--- src/rtl/ahb_apb_bridge_ctrl_if.sv ---
// ahb_apb_bridge_ctrl_if: AHB slave-side and APB master-side signals of the bridge controller
interface ahb_apb_bridge_ctrl_if #(
  parameter int ADDR_W     = 32,
  parameter int DATA_W     = 32,
  parameter int NUM_SLAVES = 4
);
  logic                  hsel;
  logic [1:0]            htrans;
  logic                  hwrite;
  logic [ADDR_W-1:0]     haddr;
  logic [DATA_W-1:0]     hwdata;
  logic                  hready;
  logic                  hreadyout;
  logic                  hresp;
  logic [DATA_W-1:0]     hrdata;
  logic [NUM_SLAVES-1:0] psel;
  logic                  penable;
  logic                  pwrite;
  logic [ADDR_W-1:0]     paddr;
  logic [DATA_W-1:0]     pwdata;
  logic [DATA_W-1:0]     prdata;
  logic                  pready;
  logic                  pslverr;
  modport slave (
    input  hsel, htrans, hwrite, haddr, hwdata, hready, prdata, pready, pslverr,
    output hreadyout, hresp, hrdata, psel, penable, pwrite, paddr, pwdata
  );
  modport master (
    output hsel, htrans, hwrite, haddr, hwdata, hready, prdata, pready, pslverr,
    input  hreadyout, hresp, hrdata, psel, penable, pwrite, paddr, pwdata
  );
endinterface

--- src/rtl/ahb_apb_bridge_ctrl.sv ---
// ahb_apb_bridge_ctrl: AHB-to-APB transfer sequencer; define APB_TIMEOUT_EN for the ACCESS-phase timeout
module ahb_apb_bridge_ctrl #(
  parameter int ADDR_W      = 32,
  parameter int DATA_W      = 32,
  parameter int NUM_SLAVES  = 4,
  parameter int SLV_SEL_LSB = 12,
  parameter int TIMEOUT_CYC = 16
) (
  input  logic hclk,
  input  logic hreset,
  ahb_apb_bridge_ctrl_if.slave bus
`ifdef APB_TIMEOUT_EN
  ,
  output logic timeout_flag
`endif
);
  localparam int SEL_W = NUM_SLAVES > 1 ? $clog2(NUM_SLAVES) : 1;
  typedef enum logic [2:0] {IDLE, CAPT, SETUP, ACCESS, DONE, ERR1, ERR2} state_t;
  state_t                r_state, w_next;
  logic [ADDR_W-1:0]     r_addr;
  logic                  r_write;
  logic [SEL_W-1:0]      r_idx;
  logic                  r_hreadyout, r_hresp, r_penable, r_pwrite;
  logic [DATA_W-1:0]     r_hrdata, r_pwdata;
  logic [NUM_SLAVES-1:0] r_psel, w_psel;
  logic [ADDR_W-1:0]     r_paddr;
  logic                  w_hreadyout, w_hresp, w_penable;
  logic                  w_accept, w_mapped, w_expire;
  logic                  w_unused_htrans;
  assign w_unused_htrans = bus.htrans[0];
  assign w_accept = bus.hsel & bus.htrans[1] & bus.hready & (r_state inside {IDLE, DONE, ERR2});
  if (NUM_SLAVES == 2 ** SEL_W) begin : g_full
    assign w_mapped = 1'b1;
  end else begin : g_part
    assign w_mapped = r_idx < SEL_W'(NUM_SLAVES);
  end
`ifdef APB_TIMEOUT_EN
  localparam int CNT_W = $clog2(TIMEOUT_CYC + 1);
  logic [CNT_W-1:0] r_tcnt;
  logic             r_tflag;
  assign w_expire = r_state == ACCESS && !bus.pready && r_tcnt == CNT_W'(TIMEOUT_CYC - 1);
  assign timeout_flag = r_tflag;
  // Count stalled ACCESS cycles per transfer; the flag is sticky until reset
  always_ff @(posedge hclk) begin
    if (hreset) begin
      r_tcnt  <= '0;
      r_tflag <= 1'b0;
    end else begin
      r_tcnt  <= w_next == SETUP ? '0 : (r_state == ACCESS && !bus.pready) ? r_tcnt + 1'b1 : r_tcnt;
      r_tflag <= r_tflag | w_expire;
    end
  end
`else
  logic w_unused_timeout;
  assign w_unused_timeout = TIMEOUT_CYC == 0;
  assign w_expire = 1'b0;
`endif
  // State register
  always_ff @(posedge hclk) begin
    if (hreset) r_state <= IDLE;
    else        r_state <= w_next;
  end
  // Next-state decode; pready beats a same-cycle timeout expiry
  always_comb begin
    w_next = r_state;
    case (r_state)
      IDLE, DONE, ERR2: w_next = w_accept ? CAPT : IDLE;
      CAPT:             w_next = w_mapped ? SETUP : ERR1;
      SETUP:            w_next = ACCESS;
      ACCESS:           w_next = bus.pready ? (bus.pslverr ? ERR1 : DONE) : w_expire ? ERR1 : ACCESS;
      ERR1:             w_next = ERR2;
      default:          w_next = IDLE;
    endcase
  end
  // Output values for the coming state, registered below so every output is a flop
  always_comb begin
    w_hreadyout = w_next inside {IDLE, DONE, ERR2};
    w_hresp     = w_next inside {ERR1, ERR2};
    w_psel      = w_next inside {SETUP, ACCESS} ? NUM_SLAVES'(1) << r_idx : '0;
    w_penable   = w_next == ACCESS;
  end
  // Output and datapath registers: address phase latch, write data capture, read data return
  always_ff @(posedge hclk) begin
    if (hreset) begin
      r_hreadyout <= 1'b1;
      r_hresp     <= 1'b0;
      r_hrdata    <= '0;
      r_psel      <= '0;
      r_penable   <= 1'b0;
      r_pwrite    <= 1'b0;
      r_paddr     <= '0;
      r_pwdata    <= '0;
      r_addr      <= '0;
      r_write     <= 1'b0;
      r_idx       <= '0;
    end else begin
      r_hreadyout <= w_hreadyout;
      r_hresp     <= w_hresp;
      r_psel      <= w_psel;
      r_penable   <= w_penable;
      if (w_accept) begin
        r_addr  <= bus.haddr;
        r_write <= bus.hwrite;
        r_idx   <= bus.haddr[SLV_SEL_LSB +: SEL_W];
      end
      if (r_state == CAPT && r_write) r_pwdata <= bus.hwdata;
      if (w_next == SETUP) begin
        r_paddr  <= r_addr;
        r_pwrite <= r_write;
      end
      if (r_state == ACCESS && bus.pready && !r_pwrite) r_hrdata <= bus.prdata;
    end
  end
  assign bus.hreadyout = r_hreadyout;
  assign bus.hresp     = r_hresp;
  assign bus.hrdata    = r_hrdata;
  assign bus.psel      = r_psel;
  assign bus.penable   = r_penable;
  assign bus.pwrite    = r_pwrite;
  assign bus.paddr     = r_paddr;
  assign bus.pwdata    = r_pwdata;
endmodule

--- src/flat_wrapper.sv ---
// flat-port wrapper written by rule: the top's interface ports become plain ports
module ahb_apb_bridge_ctrl_flat 
#(
  parameter int ADDR_W      = 32,
  parameter int DATA_W      = 32,
  parameter int NUM_SLAVES  = 4,
  parameter int SLV_SEL_LSB = 12,
  parameter int TIMEOUT_CYC = 16
)
  (hclk, hreset, bus_hsel, bus_htrans, bus_hwrite, bus_haddr, bus_hwdata, bus_hready, bus_prdata, bus_pready, bus_pslverr, bus_hreadyout, bus_hresp, bus_hrdata, bus_psel, bus_penable, bus_pwrite, bus_paddr, bus_pwdata);
  ahb_apb_bridge_ctrl_if #(.ADDR_W(ADDR_W), .DATA_W(DATA_W), .NUM_SLAVES(NUM_SLAVES)) bus_i ();
  input  logic hclk;
  input  logic hreset;
  input wire logic [$bits(bus_i.hsel)-1:0] bus_hsel;
  input wire logic [$bits(bus_i.htrans)-1:0] bus_htrans;
  input wire logic [$bits(bus_i.hwrite)-1:0] bus_hwrite;
  input wire logic [$bits(bus_i.haddr)-1:0] bus_haddr;
  input wire logic [$bits(bus_i.hwdata)-1:0] bus_hwdata;
  input wire logic [$bits(bus_i.hready)-1:0] bus_hready;
  input wire logic [$bits(bus_i.prdata)-1:0] bus_prdata;
  input wire logic [$bits(bus_i.pready)-1:0] bus_pready;
  input wire logic [$bits(bus_i.pslverr)-1:0] bus_pslverr;
  output wire logic [$bits(bus_i.hreadyout)-1:0] bus_hreadyout;
  output wire logic [$bits(bus_i.hresp)-1:0] bus_hresp;
  output wire logic [$bits(bus_i.hrdata)-1:0] bus_hrdata;
  output wire logic [$bits(bus_i.psel)-1:0] bus_psel;
  output wire logic [$bits(bus_i.penable)-1:0] bus_penable;
  output wire logic [$bits(bus_i.pwrite)-1:0] bus_pwrite;
  output wire logic [$bits(bus_i.paddr)-1:0] bus_paddr;
  output wire logic [$bits(bus_i.pwdata)-1:0] bus_pwdata;
  assign bus_i.hsel = bus_hsel;
  assign bus_i.htrans = bus_htrans;
  assign bus_i.hwrite = bus_hwrite;
  assign bus_i.haddr = bus_haddr;
  assign bus_i.hwdata = bus_hwdata;
  assign bus_i.hready = bus_hready;
  assign bus_i.prdata = bus_prdata;
  assign bus_i.pready = bus_pready;
  assign bus_i.pslverr = bus_pslverr;
  assign bus_hreadyout = bus_i.hreadyout;
  assign bus_hresp = bus_i.hresp;
  assign bus_hrdata = bus_i.hrdata;
  assign bus_psel = bus_i.psel;
  assign bus_penable = bus_i.penable;
  assign bus_pwrite = bus_i.pwrite;
  assign bus_paddr = bus_i.paddr;
  assign bus_pwdata = bus_i.pwdata;
  ahb_apb_bridge_ctrl #(.ADDR_W(ADDR_W), .DATA_W(DATA_W), .NUM_SLAVES(NUM_SLAVES), .SLV_SEL_LSB(SLV_SEL_LSB), .TIMEOUT_CYC(TIMEOUT_CYC)) u_core (.hclk(hclk), .hreset(hreset), .bus(bus_i));
endmodule
--- config.mk ---
export PLATFORM = sky130hd
export DESIGN_NAME = ahb_apb_bridge_ctrl_flat
export DESIGN_NICKNAME = d
export VERILOG_FILES = /design/src/rtl/ahb_apb_bridge_ctrl_if.sv /design/src/rtl/ahb_apb_bridge_ctrl.sv /design/src/flat_wrapper.sv
export SDC_FILE = /design/constraint.sdc
export NUM_CORES = 1
export LEC_CHECK = 0
export ABC_AREA = 1
export CORE_UTILIZATION = 46
export DETAILED_ROUTE_END_ITERATION = 6
export HOLD_SLACK_MARGIN = 0.15
export PLACE_DENSITY = 0.85
export SYNTH_ARGS = -nofsm -noshare
export SYNTH_HDL_FRONTEND = slang
export SYNTH_SLANG_ARGS = --single-unit
--- constraint.sdc ---
create_clock -name hclk -period 3.26 [get_ports hclk]
set_input_delay 0.489 -clock hclk [delete_from_list [all_inputs] [get_ports hclk]]
set_output_delay 0.489 -clock hclk [all_outputs]
set_load 0.02 [all_outputs]
# After elaboration in Yosys (flattened, before gate mapping)
# Index checks and enable logic that the tools add are counted.
# totals
output_inout_bits	104
regBits	142
# op_classes
muxes	4
n_shift	1
n_eq_ne	11
bitwise	4
n_reduce_logical	12
# op_table
operator	count
== test 3 bit, second input constant	6
case mux 3 bit (5 select lines)	1
== test 3 x 2 -> 1 bit, second input constant	4
logical NOT 3 bit	2
nonzero test 3 bit	2
nonzero test 2 bit	2
<< shifter 1 x 2 -> 4 bit, first input constant	1
AND 1 bit	3
== test 3 x 1 -> 1 bit, second input constant	1
logical AND 1 bit	3
2-to-1 mux 3 bit	1
OR reduction 3 bit	1
2-to-1 mux 1 bit	2
OR reduction 2 bit	1
logical NOT 1 bit	1
NOT 1 bit	1

# Longest topological paths before layout
# Gate-level depths: netlist of the first run.
# depth
word_depth	9
depth_mapped	8
mapped_depth_nobuf	7

# Worst setup path before layout of the first run
# OpenSTA, ideal clock, no wires.
# synth_timing
path_kind	in2reg
startpoint	input bus_htrans[1]
endpoint	register u_core.r_addr[10]
slack_ns	2.000
path_stages	6
setup_ns	0.116
arrival_time_ns	1.144
cell_sequence	inv_1 -> nor2_1 -> nand3_4 -> clkbuf_1 -> o21ai_0 -> nor2_1
# synth_via
elab_chain_cells	3
# synth_rtl
item	line	text
start, declared	flat_wrapper.sv:15	input wire logic [$bits(bus_i.htrans)-1:0] bus_htrans;
AND 1 bit (3 in series)	ahb_apb_bridge_ctrl.sv:31	assign w_accept = bus.hsel & bus.htrans[1] & bus.hready & (r_state inside {IDLE, DONE, ERR2});
end signal, assigned	ahb_apb_bridge_ctrl.sv:102	r_addr <= bus.haddr;
end, declared	ahb_apb_bridge_ctrl.sv:20	logic [ADDR_W-1:0] r_addr;
# Every way passes these cells.
# A chain may end at the register's enable or synchronous reset.

# Final worst setup path of the first run
# layout_timing
startpoint	register u_core.r_state[0]
endpoint	register u_core.r_pwdata[10] (netlist: u_core.bus.pwdata[10])
# layout_via
elab_chain_cells	2
# layout_rtl
item	line	text
start, declared	ahb_apb_bridge_ctrl.sv:19	state_t r_state, w_next;
start signal, assigned	ahb_apb_bridge_ctrl.sv:61	else r_state <= w_next;
== test 3 x 1 -> 1 bit	ahb_apb_bridge_ctrl.sv:106	if (r_state == CAPT && r_write) r_pwdata <= bus.hwdata;
logical AND 1 bit	ahb_apb_bridge_ctrl.sv:106	
end signal, assigned	ahb_apb_bridge_ctrl.sv:106	
end, declared	ahb_apb_bridge_ctrl.sv:24	logic [DATA_W-1:0] r_hrdata, r_pwdata;
# Every way passes these cells.

==> impl_metrics.yaml, run 1 <==
drt:
  vias: 4799
  wl_per_cell_um: 14.6
  drtIter0Drc: 284
  post-route-drc-count: 0
  drt_wl_total_mm: 13.9
  dr.pass1.iters: 4
  vias_per_cell: 5.04
  ant_nets: 0
worst_setup_path:
  worstSetupPathType: "reg2reg"
  arrival_ps: 2580
  reg2reg_depth: 5
  crit_path_start_kind: "flip-flop"
  rrSetupSlack_ps: 1090
  cp-end-kind: "flip-flop"
  critPathRequiredTime_ps: 3670
  path_max_fanout: 33
synthesis:
  synth_area_um2: 4990
  synth_cells: 616
  synth_top_area_share_pct: 56.2
  synth.area.top_cells: "dfxtp_1 56%, nor2_1 10%, nand2_1 8.0%, a21oi_1 6.9%, o21ai_0 5.7%"
  synth_seq_cells: 140
  yosysSeqAreaShare_pct: 56.2
  synthDistinctLibCells: 18
  yosysWarnings: 0
  yosysTopAreaCell: "dfxtp_1"
  synth_nets: 721
  synth_area_per_cell_um2: 8.10
global_routing:
  grt_pass1_wl_mm: 22.0
  antenna_found_initial: 0
  grt_max_degree: 67
  track_usage_pct: 24.8
  grt_overflow_total: 0
  grt_pass1_vias: 4733
timing:
  max_freq_mhz: 460
  timing.hold.ws_ps: 462
  rsz0062_at_grt: "no"
  post-route-period-util_pct: 66.7
  min_period_ps: 2170
  setup_viol: 0
  tightestPinTransition_ps: 1000
  maxSlewViolCount: 0
  fin_worst_skew_ps: 14.0
  relSlewSlack_pct: 33.0
  fin_setup_tns_ps: 0
  hold_viol: 0
placed_design:
  dp.cells: 921
  dp_hpwl_mm: 9.06
  placed_area_um2: 6960
  place_congestion: 0.807
  portBuffers: 207
power_and_ir_drop:
  p_per_area_nw_per_um2: 534
  p_leak_nw: 2.77
  vdd_drop_max_uv: 293
floorplanning:
  rows: 37
  coreArea_um2: 10400
  pin_count: 209
  dieArea_um2: 11300
  initial_core_util_pct: 47.9
  die_w_um: 106
  dieHeight_um: 106
clock_tree:
  cts_resized: 0
  cts_tree: "done"
  clockBufferDepth: 2
  insertion_delay_ps: 530
  holdBufCountCts: 0
  ctsHtreeMaxLevel: 4
  clk_pin_slew_worst_paths_ps: 60
  cts_setup_buffers: 0
  cts-root-buf: "clkbuf_8"
  cts_inserted_buffers: 17
  cts_num_sinks: 140
layout:
  layout-area-overhead-vs-synth_pct: 51.8
  fill_cells: 818
  fin_cells: 953
  layout_commonest_cell: "clkdlybuf4s50_1"
  nets: 909
  diodes: 0
  drive_gt1_share_pct: 6.00
  seq_area_um2: 2800
  final_cell_mix: "206 x clkdlybuf4s50_1, 140 x dfxtp_1, 139 x nor2_1"
  final_cell_area_um2: 7570
  multi_input_area_um2: 1840
run:
  max_cap_violations: 0
status:
  outcome: "finished clean"
min_path:
  hold_depth: 2
  hp-class: "reg2reg"
==> worst max-delay path, stage by stage, from the launching register on <==
cell	delay (ps)
dfxtp_1	400
nand2_2	120
nor2_4	550
inv_1	640
nor2_1	260
nor2_1	80
==> worst paths after layout <==
path,to,from
setup reg to reg,u_core.bus.pwdata[10],u_core.r_state[0]
hold reg to reg,u_core.bus.paddr[6],u_core.bus.paddr[6]
hold / removal,u_core.bus.paddr[6],u_core.bus.paddr[6]
setup / recovery,u_core.bus.pwdata[10],u_core.r_state[0]
==> per-layer routing <==
metal  vias to the layer above  part of all wire, %  track usage, %  routed length, µm
met4                         0                  2.5            12.2                349
met3                        32                  7.5            7.42               1040
met1                      2217                   40            26.4               5490
met2                       189                   50            44.3               7000
li1                       2361                    -               -                  -
met5                         -                    0               0                  0
==> report_power, final <==
part	internal, mW	switching (mW)
Clock	1.24	0.742
Sequential	1.75	0.0194
Combinational	0.159	0.133
==> flip-flops by register name, indices dropped and copies added (netlist names), 3 cells and up <==
signal and flops:
u_core.bus.hrdata 32, u_core.r_addr 31, u_core.r_state 3, u_core.bus.psel 4, u_core.bus.pwdata 32, u_core.bus.paddr 32
==> Yosys cell counts (all sizes together) <==
cell    number
clkbuf      18
o21ai       67
a21oi       69
inv         13
nand3       33
nand2      111
nor2       141
buf         24
dfxtp      140
==> final cells by class <==
class	instances	area share (%)
Clock buffer	18	5.52
Clock inverter	14	2.56
Inverter	13	0.644
Multi-Input combinational cell	421	24.3
Sequential cell	140	37.0
Tap cell	136	2.25
Timing Repair Buffer	211	27.7
==> kinds of logic after synthesis <==
| logic type | share of synthesized area [%] |
|---|---|
| AOI/OAI and AO/OA | 13.6 |
| buffers and inverters | 6.90 |
| DFF | 56.2 |
| and+or+nand+nor | 23.3 |
==> per-stage QoR <==
stage / total power [mW] / utilization, % / worst slack [ps]
after global placement: 2.09 / 66.8 / 941
final: 4.05 / 72.7 / 1090
after CTS: 4.08 / 72.7 / 1080
after global routing: 4.18 / 72.7 / 855
after detailed placement: 2.09 / 66.8 / 873
after floorplan: 1.93 / - / 2000
No activity file was read; power rests on OpenSTA's default activity.
==> run 2, diff against run 1 <==
- CORE_UTILIZATION: 46 -> 38
- PLACE_DENSITY: 0.85 -> 0.75
- clock period: 3.26 -> 1.9 ns (I/O delays scaled with it)
==> impl_metrics.yaml, run 2 (synthesis gave the netlist of run 1 again) <==
status:
  outcome: "finished clean"
timing:
  maxSlewViolCount: 0
  fin_setup_tns_ps: 0
  rsz0062_at_grt: "no"
  post-route-period-util_pct: 88.3
  min_period_ps: 1680
  tightestPinTransition_ps: 432
  setup_viol: 0
  max_freq_mhz: 596
  fin_worst_skew_ps: 6.78
  relSlewSlack_pct: 71.2
  hold_viol: 0
  timing.hold.ws_ps: 374
layout:
  fin_cells: 999
  final_cell_mix: "206 x clkdlybuf4s50_1, 140 x dfxtp_1, 139 x nor2_1"
  layout-area-overhead-vs-synth_pct: 57.8
  drive_gt1_share_pct: 7.26
  layout_commonest_cell: "clkdlybuf4s50_1"
  fill_cells: 1162
  nets: 919
  diodes: 0
worst_setup_path:
  cp-end-kind: "primary output"
  critPathMaxStageDelay_ps: 640
  crit_path_start_kind: "flip-flop"
  rrSetupSlack_ps: 440
  critPathRequiredTime_ps: 1620
  cp_slowest_cell: "clkdlybuf4s50_1"
  cp_num_buf_inv: 1
  path_max_fanout: 3
  worstSetupPathType: "reg2out"
  crit_family: "buffers and inverters"
  arrival_ps: 1390
  path_cells: "clkdlybuf4s50_1"
global_routing:
  grt_util_met3_pct: 7.73
  met2_usage_pct: 31.9
  antenna_found_initial: 0
  busiest_layer: "met2"
  grt_overflow_total: 0
  track_usage_pct: 19.2
  grt_pass1_wl_mm: 20.0
  grt_max_degree: 56
  grt_use_met1_pct: 22.2
  grt_pass1_vias: 4142
power_and_ir_drop:
  p_leak_nw: 2.91
  vdd_drop_max_uv: 765
  p_per_area_nw_per_um2: 963
floorplanning:
  dieArea_um2: 13600
  rows: 41
  initial_core_util_pct: 39.2
  pin_count: 209
  coreArea_um2: 12700
  die_w_um: 117
  dieHeight_um: 117
clock_tree:
  insertion_delay_ps: 410
  ctsHtreeMaxLevel: 4
  cts-root-buf: "clkbuf_16"
  cts_setup_buffers: 0
  clockBufferDepth: 2
  holdBufCountCts: 0
  clk_pin_slew_worst_paths_ps: 60
  cts_num_sinks: 140
  cts_tree: "done"
  cts_inserted_buffers: 17
  cts_resized: 0
drt:
  vias: 4544
  vias_per_cell: 4.55
  drt_wl_total_mm: 13.2
  ant_nets: 0
  wl_per_cell_um: 13.2
  post-route-drc-count: 0
  dr.pass1.iters: 4
  drtIter0Drc: 255
placed_design:
  dp.cells: 967
  place_congestion: 0.780
  dp_hpwl_mm: 8.88
  portBuffers: 207
min_path:
  hp-class: "in2reg"
run:
  max_cap_violations: 0
-- run 2: cell types whose count changed in the layout (fill, tap and decap cells not counted), sizes merged --
cell      change
bufinv        +4
clkinv        +3
inv           -2
buf          +10
clkinvlp      -5
-- run 2: layout make-up --
type                       instances  area (µm²)  share of cell area [%]
clock inverter                    14         289                    3.67
timing repair buffer             221        2230                    28.4
tap                              172         215                    2.73
clock buffer                      18         439                    5.58
sequential                       140        2800                    35.6
inverter                          13        48.8                   0.620
multi-input combinational        421        1840                    23.4
-- run 2: worst paths after layout --
kind                startpoint                   end  cells past startpoint
max          u_core.bus.pwrite            bus_pwrite                      1
min                     hreset     u_core.r_state[2]                      4
max reg2reg  u_core.r_state[0]  u_core.bus.paddr[30]                      7
min reg2reg   u_core.r_addr[0]   u_core.bus.paddr[0]                      2
-- run 2: per-stage QoR --
step           utilization, %  instance area [µm²]  power [mW]  setup slack (ps)
3_5_place_dp             56.1                 7140        3.61               241
3_3_place_gp             56.1                 7140        3.61               273
5_1_grt                  61.9                 7870        7.83               171
4_1_cts                  61.9                 7870        7.66               190
6_report                 61.9                 7870        7.58               223
2_1_floorplan               -                 4990        3.31               770
-- run 2: layer usage --
layer / part of all wire, % / vias to the layer above
li1: - / 2389
met1: 43 / 2006
met2: 47 / 135
met3: 8.8 / 14
met4: 1.2 / 0
met5: 0 / -
-- run 2: report_power, final --
part / switching (mW) / internal [mW] / total (mW)
Combinational: 0.229 / 0.291 / 0.520
Sequential: 0.0305 / 3.00 / 3.03
Clock: 1.26 / 2.77 / 4.03
